$ cat config.mk
export PLATFORM = sky130hd
export DESIGN_NAME = alu_result_stage
export DESIGN_NICKNAME = d
export VERILOG_FILES = /design/src/rtl/alu_pkg.sv /design/src/rtl/result_flags.sv /design/src/rtl/alu_result_stage.sv
export SDC_FILE = /design/constraint.sdc
export NUM_CORES = 1
export LEC_CHECK = 0
export ABC_AREA = 0
export CAP_MARGIN = 15
export CORE_ASPECT_RATIO = 1.1
export CORE_MARGIN = 2
export CORE_UTILIZATION = 33
export DETAILED_ROUTE_END_ITERATION = 16
export HOLD_SLACK_MARGIN = 0.02
export PLACE_DENSITY = 0.62
export SLEW_MARGIN = 30
export SYNTH_ARGS = -nofsm -noshare
export SYNTH_HDL_FRONTEND = slang
export SYNTH_SLANG_ARGS = --single-unit
$ cat constraint.sdc
create_clock -name clk -period 1.6 [get_ports clk]
set_clock_uncertainty 0.1 [all_clocks]
set_input_delay 0.16 -clock clk [delete_from_list [all_inputs] [get_ports clk]]
set_output_delay 0.16 -clock clk [all_outputs]
set_load 0.01 [all_outputs]
$ cat src/rtl/alu_pkg.sv
// ---------------------------------------------------------------------------
// alu_pkg
// Shared definitions for the ALU result path:
//   - default widths of the result word and of the selector (operation) code
//   - the eight selector codes produced by the upstream result selector
//   - the occupancy states of the result stage skid buffer
// ---------------------------------------------------------------------------
package alu_pkg;

  localparam int unsigned ALU_DATA_W = 16;
  localparam int unsigned ALU_SEL_W  = 3;

  // Operation tags that travel alongside each result word.
  typedef enum logic [2:0] {
    SEL_ADD  = 3'd0,
    SEL_SUB  = 3'd1,
    SEL_AND  = 3'd2,
    SEL_OR   = 3'd3,
    SEL_XOR  = 3'd4,
    SEL_SHL  = 3'd5,
    SEL_SHR  = 3'd6,
    SEL_PASS = 3'd7
  } alu_sel_e;

  // Number of words held in the stage: none, main only, main plus skid.
  typedef enum logic [1:0] {
    ST_EMPTY = 2'd0,
    ST_ONE   = 2'd1,
    ST_TWO   = 2'd2
  } stage_state_e;

endpackage

$ cat src/rtl/result_flags.sv
// ---------------------------------------------------------------------------
// result_flags
// Combinational zero / negative flag generation for a result word.
// Ports:
//   data_i  [DATA_W-1:0]  result word
//   zero_o                1 when every bit of data_i is 0
//   neg_o                 sign bit of data_i (two's-complement negative)
// ---------------------------------------------------------------------------
module result_flags
  import alu_pkg::*;
#(
  parameter int unsigned DATA_W = ALU_DATA_W
) (
  input  logic [DATA_W-1:0] data_i,
  output logic              zero_o,
  output logic              neg_o
);

  assign zero_o = (data_i == {DATA_W{1'b0}});
  assign neg_o  = data_i[DATA_W-1];

endmodule

$ cat src/rtl/alu_result_stage.sv
// ---------------------------------------------------------------------------
// alu_result_stage
// Registered output stage for the ALU result selector. A two-entry skid
// buffer (main register facing the outputs, skid register behind it) lets
// in_ready be a pure flop while still sustaining one word per cycle.
// Zero/negative flags are computed once at capture and stored with the word.
// Ports:
//   clk, rst                 single clock, synchronous active-high reset
//   in_valid / in_ready      upstream handshake (in_ready is registered)
//   in_data, in_sel          result word and the selector code that made it
//   out_valid / out_ready    downstream handshake
//   out_data, out_sel        registered word and its operation tag
//   out_zero, out_neg        flags stored with the word
//   out_count                completed output handshakes, modulo 256
// ---------------------------------------------------------------------------
module alu_result_stage
  import alu_pkg::*;
#(
  parameter int unsigned DATA_W = ALU_DATA_W,
  parameter int unsigned SEL_W  = ALU_SEL_W
) (
  input  logic              clk,
  input  logic              rst,
  input  logic              in_valid,
  output logic              in_ready,
  input  logic [DATA_W-1:0] in_data,
  input  logic [SEL_W-1:0]  in_sel,
  output logic              out_valid,
  input  logic              out_ready,
  output logic [DATA_W-1:0] out_data,
  output logic [SEL_W-1:0]  out_sel,
  output logic              out_zero,
  output logic              out_neg,
  output logic [7:0]        out_count
);

  stage_state_e      state_q, state_d;
  logic              in_ready_q, in_ready_d;
  logic              out_valid_q, out_valid_d;

  logic [DATA_W-1:0] main_data_q, main_data_d;
  logic [SEL_W-1:0]  main_sel_q, main_sel_d;
  logic              main_zero_q, main_zero_d;
  logic              main_neg_q, main_neg_d;

  logic [DATA_W-1:0] skid_data_q, skid_data_d;
  logic [SEL_W-1:0]  skid_sel_q, skid_sel_d;
  logic              skid_zero_q, skid_zero_d;
  logic              skid_neg_q, skid_neg_d;

  logic [7:0]        count_q, count_d;

  logic              accept_s;
  logic              drain_s;
  logic              cap_zero_s;
  logic              cap_neg_s;

  // Flags for the incoming word, evaluated only on the capture path.
  result_flags #(
    .DATA_W (DATA_W)
  ) u_result_flags (
    .data_i (in_data),
    .zero_o (cap_zero_s),
    .neg_o  (cap_neg_s)
  );

  // in_ready_q is exactly (state != TWO), so an accept can never hit a full stage.
  assign accept_s = in_valid && in_ready_q;
  assign drain_s  = out_valid_q && out_ready;

  // Next-state, buffer steering and handshake counter.
  always_comb begin
    state_d     = state_q;
    main_data_d = main_data_q;
    main_sel_d  = main_sel_q;
    main_zero_d = main_zero_q;
    main_neg_d  = main_neg_q;
    skid_data_d = skid_data_q;
    skid_sel_d  = skid_sel_q;
    skid_zero_d = skid_zero_q;
    skid_neg_d  = skid_neg_q;

    case (state_q)
      ST_EMPTY: begin
        if (accept_s) begin
          main_data_d = in_data;
          main_sel_d  = in_sel;
          main_zero_d = cap_zero_s;
          main_neg_d  = cap_neg_s;
          state_d     = ST_ONE;
        end else begin
          state_d     = ST_EMPTY;
        end
      end
      ST_ONE: begin
        if (accept_s && drain_s) begin
          // Streaming case: the new word replaces the one leaving.
          main_data_d = in_data;
          main_sel_d  = in_sel;
          main_zero_d = cap_zero_s;
          main_neg_d  = cap_neg_s;
          state_d     = ST_ONE;
        end else if (accept_s) begin
          // Output stalled: park the new word behind the main register.
          skid_data_d = in_data;
          skid_sel_d  = in_sel;
          skid_zero_d = cap_zero_s;
          skid_neg_d  = cap_neg_s;
          state_d     = ST_TWO;
        end else if (drain_s) begin
          state_d     = ST_EMPTY;
        end else begin
          state_d     = ST_ONE;
        end
      end
      ST_TWO: begin
        if (drain_s) begin
          main_data_d = skid_data_q;
          main_sel_d  = skid_sel_q;
          main_zero_d = skid_zero_q;
          main_neg_d  = skid_neg_q;
          state_d     = ST_ONE;
        end else begin
          state_d     = ST_TWO;
        end
      end
      default: begin
        state_d = ST_EMPTY;
      end
    endcase

    // Ready and valid are decoded from the next state so both leave flops.
    in_ready_d  = (state_d != ST_TWO);
    out_valid_d = (state_d != ST_EMPTY);

    if (drain_s) begin
      count_d = count_q + 8'd1;
    end else begin
      count_d = count_q;
    end
  end

  // State, buffer and counter registers with synchronous reset.
  always_ff @(posedge clk) begin
    if (rst) begin
      state_q     <= ST_EMPTY;
      in_ready_q  <= 1'b0;
      out_valid_q <= 1'b0;
      main_data_q <= {DATA_W{1'b0}};
      main_sel_q  <= {SEL_W{1'b0}};
      main_zero_q <= 1'b0;
      main_neg_q  <= 1'b0;
      skid_data_q <= {DATA_W{1'b0}};
      skid_sel_q  <= {SEL_W{1'b0}};
      skid_zero_q <= 1'b0;
      skid_neg_q  <= 1'b0;
      count_q     <= 8'd0;
    end else begin
      state_q     <= state_d;
      in_ready_q  <= in_ready_d;
      out_valid_q <= out_valid_d;
      main_data_q <= main_data_d;
      main_sel_q  <= main_sel_d;
      main_zero_q <= main_zero_d;
      main_neg_q  <= main_neg_d;
      skid_data_q <= skid_data_d;
      skid_sel_q  <= skid_sel_d;
      skid_zero_q <= skid_zero_d;
      skid_neg_q  <= skid_neg_d;
      count_q     <= count_d;
    end
  end

  assign in_ready  = in_ready_q;
  assign out_valid = out_valid_q;
  assign out_data  = main_data_q;
  assign out_sel   = main_sel_q;
  assign out_zero  = main_zero_q;
  assign out_neg   = main_neg_q;
  assign out_count = count_q;

endmodule

==> impl_metrics.yaml <==
placement:
  placedCellCount: 382
  post-place-ws_ns: -0.221
  place_area_um2: 3010
  place_congestion: 0.775
  hpwl_um: 3470
  port-buffer-count: 53
yosys:
  synthAdderAreaFrac: 0.00551
  synthDominantCellAreaShare: 0.459
  synth-simple-area-share: 0.191
  ys_seq_elements: 52
  yosys.area_share.xor_xnor: 0.0270
  synth_top_family_by_area: "simple AND/OR/NAND/NOR gates"
  synth_cells: 244
  yosys-mux-area-fraction: 0.0882
  synth.distinct_cells: 28
  synth_compound_area_frac: 0.176
  synth_area_um2: 2270
  yosysWarningCount: 0
  synth_area_leaders: "dfxtp_1 (46%), a211oi_2 (11%), mux2i_1 (8.8%)"
  yosysTopAreaCell: "dfxtp_1"
  ys_seq_area_frac: 0.459
  syn_avg_cell_area_um2: 9.30
  syn_nets: 268
floorplanning:
  rows: 31
  die_w_um: 83.1
  core_area_um2: 6630
  initial_core_util: 0.342
  dieHeight_um: 91.0
  ios: 54
  die_area_um2: 7560
timing:
  slew_headroom: 0.782
  finalWorstSetupSlack_ns: 0.0835
  min_period_ns: 1.52
  setup_viol: 0
  fin_tns_setup_ns: 0
  rsz0062_at_grt: "true"
  timing_worst_slew_pin_value_ns: 0.324
  drv_slew: 0
  fmax_ghz: 0.659
  fin_crit_sh: 0.948
  finalHoldViolCount: 0
drt:
  ant_nets: 0
  drc: 0
  dr.pass1.iters: 4
  initialDrtViolationCount: 62
  wl_per_cell_um: 13.3
  drt_wl_total_um: 5210
  dr_total_vias: 1926
  viasPerCell: 4.91
critical_path:
  arrival_ns: 1.26
  crit_buf_inv: 1
  endpoint_kind: "primary output"
  critical_path.top_delay_family: "buffers and inverters"
  start_kind: "flop"
  setup.worst_path.class: "flop to primary output"
  critPathMaxStageDelay_ns: 0.56
  cpMaxStageDelayCell: "clkdlybuf4s50_1"
  critical_path_required_ns: 1.34
  crit_chain: "clkdlybuf4s50_1"
  worstPathMaxFanout: 4
layout:
  fin_area_um2: 3180
  nets: 333
  areaGrowthSynthToFinish_pct: 40.3
  final_cells: 392
  drive_above_1_share: 0.190
  fin_util: 0.480
  n_antenna_cell: 0
grt:
  first_global_vias: 1852
  grt.total_usage: 0.138
  grt_first_pass_wirelength_um: 8690
  antenna_found_initial: 0
  grt_start_max_net_pins: 40
  grt-ovfl-total: 0
power:
  power.switching_mw: 0.722
  pwr_density_cell_nw_per_um2: 903
  peakVddDrop_mv: 0.563
  switching_share: 0.251
  clockPowerShare: 0.332
  power_frac_comb: 0.181
  p_leak_nw: 1.27
  pwr-share-seq: 0.487
  p_int_mw: 2.15
clock_tree:
  cts_max_level: 2
  ctsHoldBuffers: 0
  ctsLongestPathBuffers: 2
  cts_sinks: 52
  numCtsBuffers: 5
  clock_latency_ns: 0.30
  clk_pin_slew_ns: 0.10
  cts_tree: "done"
  root_buffer: "clkbuf_8"
worst_hold_path:
  min_path_type: "input port to flop"
outcome:
  outcome: "finished clean"
flow_run:
  maxCapViolCount: 0
synthesized netlist by cell type:
library cell / n
clkbuf_1: 6
nand2b_1: 1
nor2b_1: 1
o211ai_2: 1
buf_6: 4
nand3b_1: 1
xor2_1: 6
a21oi_1: 23
and3_1: 3
buf_2: 5
nor2_1: 28
nor4_1: 4
xnor2_1: 1
ha_1: 1
a21o_1: 2
and3b_1: 1
and4_1: 1
a31oi_1: 1
buf_4: 4
nand4b_1: 1
and2_1: 1
nand4_1: 4
nand2_1: 48
a211oi_2: 20
nand4bb_1: 1
dfxtp_1: 52
nand3_1: 3
mux2i_1: 20
per-layer routing:
metal,global-route usage,wire length [um]
met4,0.0423,87
met1,0.174,2410
met3,0.0427,253
met2,0.226,2460
met5,0,0
worst paths after layout:
kind                                startpoint             end  slack, ns  cells after the start
worst max-delay path              out_count[4]    out_count[4]       0.08                      1
worst min-delay path                       rst    out_count[2]       0.12                      2
worst max register to register      state_q[1]    out_data[10]       0.09                      5
worst min register to register  skid_data_q[6]  skid_data_q[6]       0.36                      2
what timing repair did:
item / 4_1_cts / 5_1_grt
setup endpoints to repair: 0 / 11
resized for setup: 0 / 6
buffers inserted: 0 / 1
per-stage QoR:
stage	power, mW	hold WS [ns]
after floorplan	1.69	0.196
after global placement	1.93	0.341
after detailed placement	1.94	0.346
after CTS	2.89	0.112
after global routing	3.01	0.125
final	2.88	0.115
registers in the layout, summed over array words and instances (netlist names):
signal,flops
out_data,16
skid_data_q,16
out_valid,1
skid_sel_q,3
out_count,8
out_zero,1
skid_zero_q,1
state_q,2
in_ready,1
out_sel,3
cell type report:
cell class	count	area (um^2)
tap	82	103
clock inverter	2	38.8
sequential	52	1040
multi-input combinational	173	1130
clock buffer	6	82.6
timing repair buffer	77	788
fill	635	3450
power by group through the flow:
stage | clock network [mW] | registers (mW) | logic [mW]
final | 0.956 | 1.40 | 0.520
after global routing | 1.03 | 1.41 | 0.565
after CTS | 0.981 | 1.40 | 0.511
after detailed placement | 0 | 1.43 | 0.509
after global placement | 0 | 1.43 | 0.501
after floorplan | 0 | 1.45 | 0.237
logic make-up (layout without fill, tap and decap cells):
logic type	after synthesis	in the layout
xor+xnor	7	7
buf+inv	19	85
simple gates	98	98
flops	52	52
compound gates	47	47
fa+ha+maj	1	1
mux	20	20
layout by cell type, fill, tap and decap left out, drive strengths merged:
cell | Yosys | layout
nand3b | 1 | 1
a31oi | 1 | 1
ha | 1 | 1
a21o | 2 | 2
clkbuf | 6 | 7
a211oi | 20 | 20
nand3 | 3 | 3
dlymetal6s2s | 0 | 1
and4 | 1 | 1
and2 | 1 | 1
nor4 | 4 | 4
xnor2 | 1 | 1
nand4b | 1 | 1
bufinv | 0 | 1
nand4 | 4 | 4
and3 | 3 | 3
nand2b | 1 | 1
o211ai | 1 | 1
clkinv | 0 | 1
nor2 | 28 | 28
nand4bb | 1 | 1
clkdlybuf4s50 | 0 | 51
buf | 13 | 24
xor2 | 6 | 6
nor2b | 1 | 1
dfxtp | 52 | 52
mux2i | 20 | 20
a21oi | 23 | 23
nand2 | 48 | 48
and3b | 1 | 1
Note: power is estimated with default switching activity, not from simulation.
==> variant: new RTL, same settings <==
Put one more register stage on the output `out_count`, without a reset. The value now appears one clock later. The other outputs are not delayed to match.
--- a/src/rtl/alu_result_stage.sv
+++ b/src/rtl/alu_result_stage.sv
@@ -179,3 +179,5 @@
   assign out_neg   = main_neg_q;
-  assign out_count = count_q;
+  always_ff @(posedge clk) begin
+    out_count <= count_q;
+  end
 
Check against the original RTL: not equivalent (a bounded check fails within 4 cycles, from zero or initial values and one cycle with rst high).
==> variant against the unedited design <==
  * The run now ends with design-rule violations left
  * Critical path type unchanged
  * Highest routed layer unchanged
  * Area after synthesis is 7.1% higher
  * Critical path depth stayed put
  * Final area is 9.2% higher
  * Sequential cell count is 8 higher
  * Non-clock buffer count is 2 higher
  * First-iteration DRC count is 61% higher
  * Wire length is 4.9% higher
  * Global-route usage is 0.28 points higher
  * Total power is 27% higher
  * Fmax is 2.2% lower
  * Setup slack worse by 34 ps
  * Final cell count is 5.4% higher
  * Critical endpoint is now out_valid
  * Largest cell class is now flip-flops and latches
==> variant: results (changes against the unedited design) <==
[final_layout]
finish.net_count=347  ; +4.2%
final_layout_size_suffix_gt1_share_pct=21.3  ; +2.3 points
antennaDiodeCount=0  ; unchanged

[flow_run]
maxCapViolCount=0  ; unchanged

[drt]
totalWireLength_mm=5.47  ; +4.9%
dr.pass1.iters=10  ; +6
drc=5  ; +5
vias=1996  ; +3.6%
drtIter0Drc=100  ; +61%

[sta]
whs_ps=185  ; +70.2 ps
relSlewSlack_pct=80.0  ; +1.8 points
hold_viol=0  ; unchanged

[hold_path]
min_path_type=primary input to flop
hold_start=rst
whs_path_depth=3  ; +1
holdPathEnd=in_ready

[worst_setup_path]
setup.worst_path.start=out_valid
path_delay_family=buffers and inverters
crit_path_max_fanout=4  ; unchanged
crit_arrival_ps=1290  ; +30 ps
slowest_stage=clkdlybuf4s50_1
rrSetupSlack_ps=120  ; +30 ps
r2r_end=out_data[10]
reg2regPathDepth=5  ; unchanged
rr_startpoint=state_q[1]
critPathMaxStageDelay_ps=560  ; about the same

[global_route]
grt_max_degree=53  ; +33%
grt_first_pass_wirelength_mm=8.80  ; +1.2%
grt_util_all_layers_pct=14.1  ; +0.28 points
first_global_vias=1908  ; +3.0%
antenna_found_initial=0  ; unchanged

[run_status]
violations=design-rule violations
status=finished, violations left

[place]
gp_congestion=0.742  ; -4.3%
place_ws_ps=-389  ; -168 ps
io_buffers=53  ; unchanged
placed_area_sq_mm=0.00319  ; +5.9%
place_hpwl_mm=3.60  ; +3.9%

[synthesis]
synth-seq-area-share_pct=49.4  ; +3.6 points
synthTopCellsByArea=dfxtp_1 49%, a211oi_2 10%, mux2i_1 8.2%
ys_types=28  ; unchanged
ys_warn_count=0  ; unchanged
async_flop_share_pct=0  ; unchanged
synth_flop_cell=dfxtp_1
synth_common_cells=60 x dfxtp_1, 48 x nand2_1, 28 x nor2_1, 23 x a21oi_1
synth_nets=276  ; +3.0%

[cts]
path_clk_slew_ps=70  ; -30 ps
root_buffer=clkbuf_8
cts_max_level=3  ; +1
worstSkewPairLatency_ps=340  ; +40 ps
cts_buffer_depth=2  ; unchanged
cts_buffers=9  ; +4

[power]
netSwitchingFraction_pct=25.0  ; -0.054 points
power.leakage_uw=0.00137  ; +7.9%
ir_drop_uv=482  ; -14%

-- variant: cell count changes in the layout (fill, tap and decap cells not counted), moves of 2 or more --
| cell | before | now |
|---|---|---|
| clkinv_4 | 1 | 3 |
| dfxtp_1 | 49 | 57 |
| clkinvlp_4 | 0 | 2 |
| clkbuf_8 | 6 | 9 |
| buf_4 | 18 | 20 |
-- variant: repair_timing --
item | 4_1_cts | 5_1_grt
gates cloned | 0 | 1
setup endpoints to repair | 1 | 12
pin swaps | 0 | 2
resized for setup | 1 | 6
setup buffers | 0 | 1
-- variant: cell type report --
type / count / area [sq um]
multi-input combinational: 173 / 1140
fill: 692 / 3610
timing repair buffer: 79 / 801
clock buffer: 9 / 124
sequential: 60 / 1200
tap: 85 / 106
clock inverter: 7 / 101
-- variant: how the worst max path moves through the flow --
stage / to / slack (ps) / cells after the start
detailed placement: out_zero / -390 / 6
floorplan: out_data[15] / 270 / 5
CTS: in_ready / 10 / 1
global route: out_valid / 7 / 1
global placement: out_zero / -370 / 6
finish: out_valid / 50 / 1
-- variant: power by group through the flow --
| stage | clock network, uW | logic, uW | registers (uW) |
|---|---|---|---|
| floorplan | 0 | 237 | 1660 |
| global placement | 0 | 508 | 1640 |
| detailed placement | 0 | 516 | 1640 |
| CTS | 1560 | 518 | 1600 |
| global route | 1630 | 579 | 1610 |
| finish | 1510 | 533 | 1610 |
-- variant: per-layer routing --
layer | GRT usage, % | up-vias | share of wire, %
li1 | - | 1005 | -
met1 | 16.7 | 932 | 46
met2 | 23.0 | 49 | 47
met3 | 3.69 | 10 | 5.1
met4 | 7.94 | 0 | 2.0
met5 | 0 | - | 0
-- variant: kinds of logic after synthesis --
group,count (synthesis),share of synthesized area [%]
xor gates and xnor gates,7,2.52
AOI/OAI and AO/OA,47,16.4
muxes,20,8.24
DFF,60,49.4
and+or+nand+nor,98,17.8
buffers and inverters,19,5.05
adders and majority gates,1,0.515
-- variant: stage by stage --
step / TNS (ps) / std cells
final: 0 / 413
after global routing: 0 / 413
after CTS: 0 / 411
after detailed placement: -4130 / 395
after global placement: -3050 / 395
after floorplan: 0 / 252
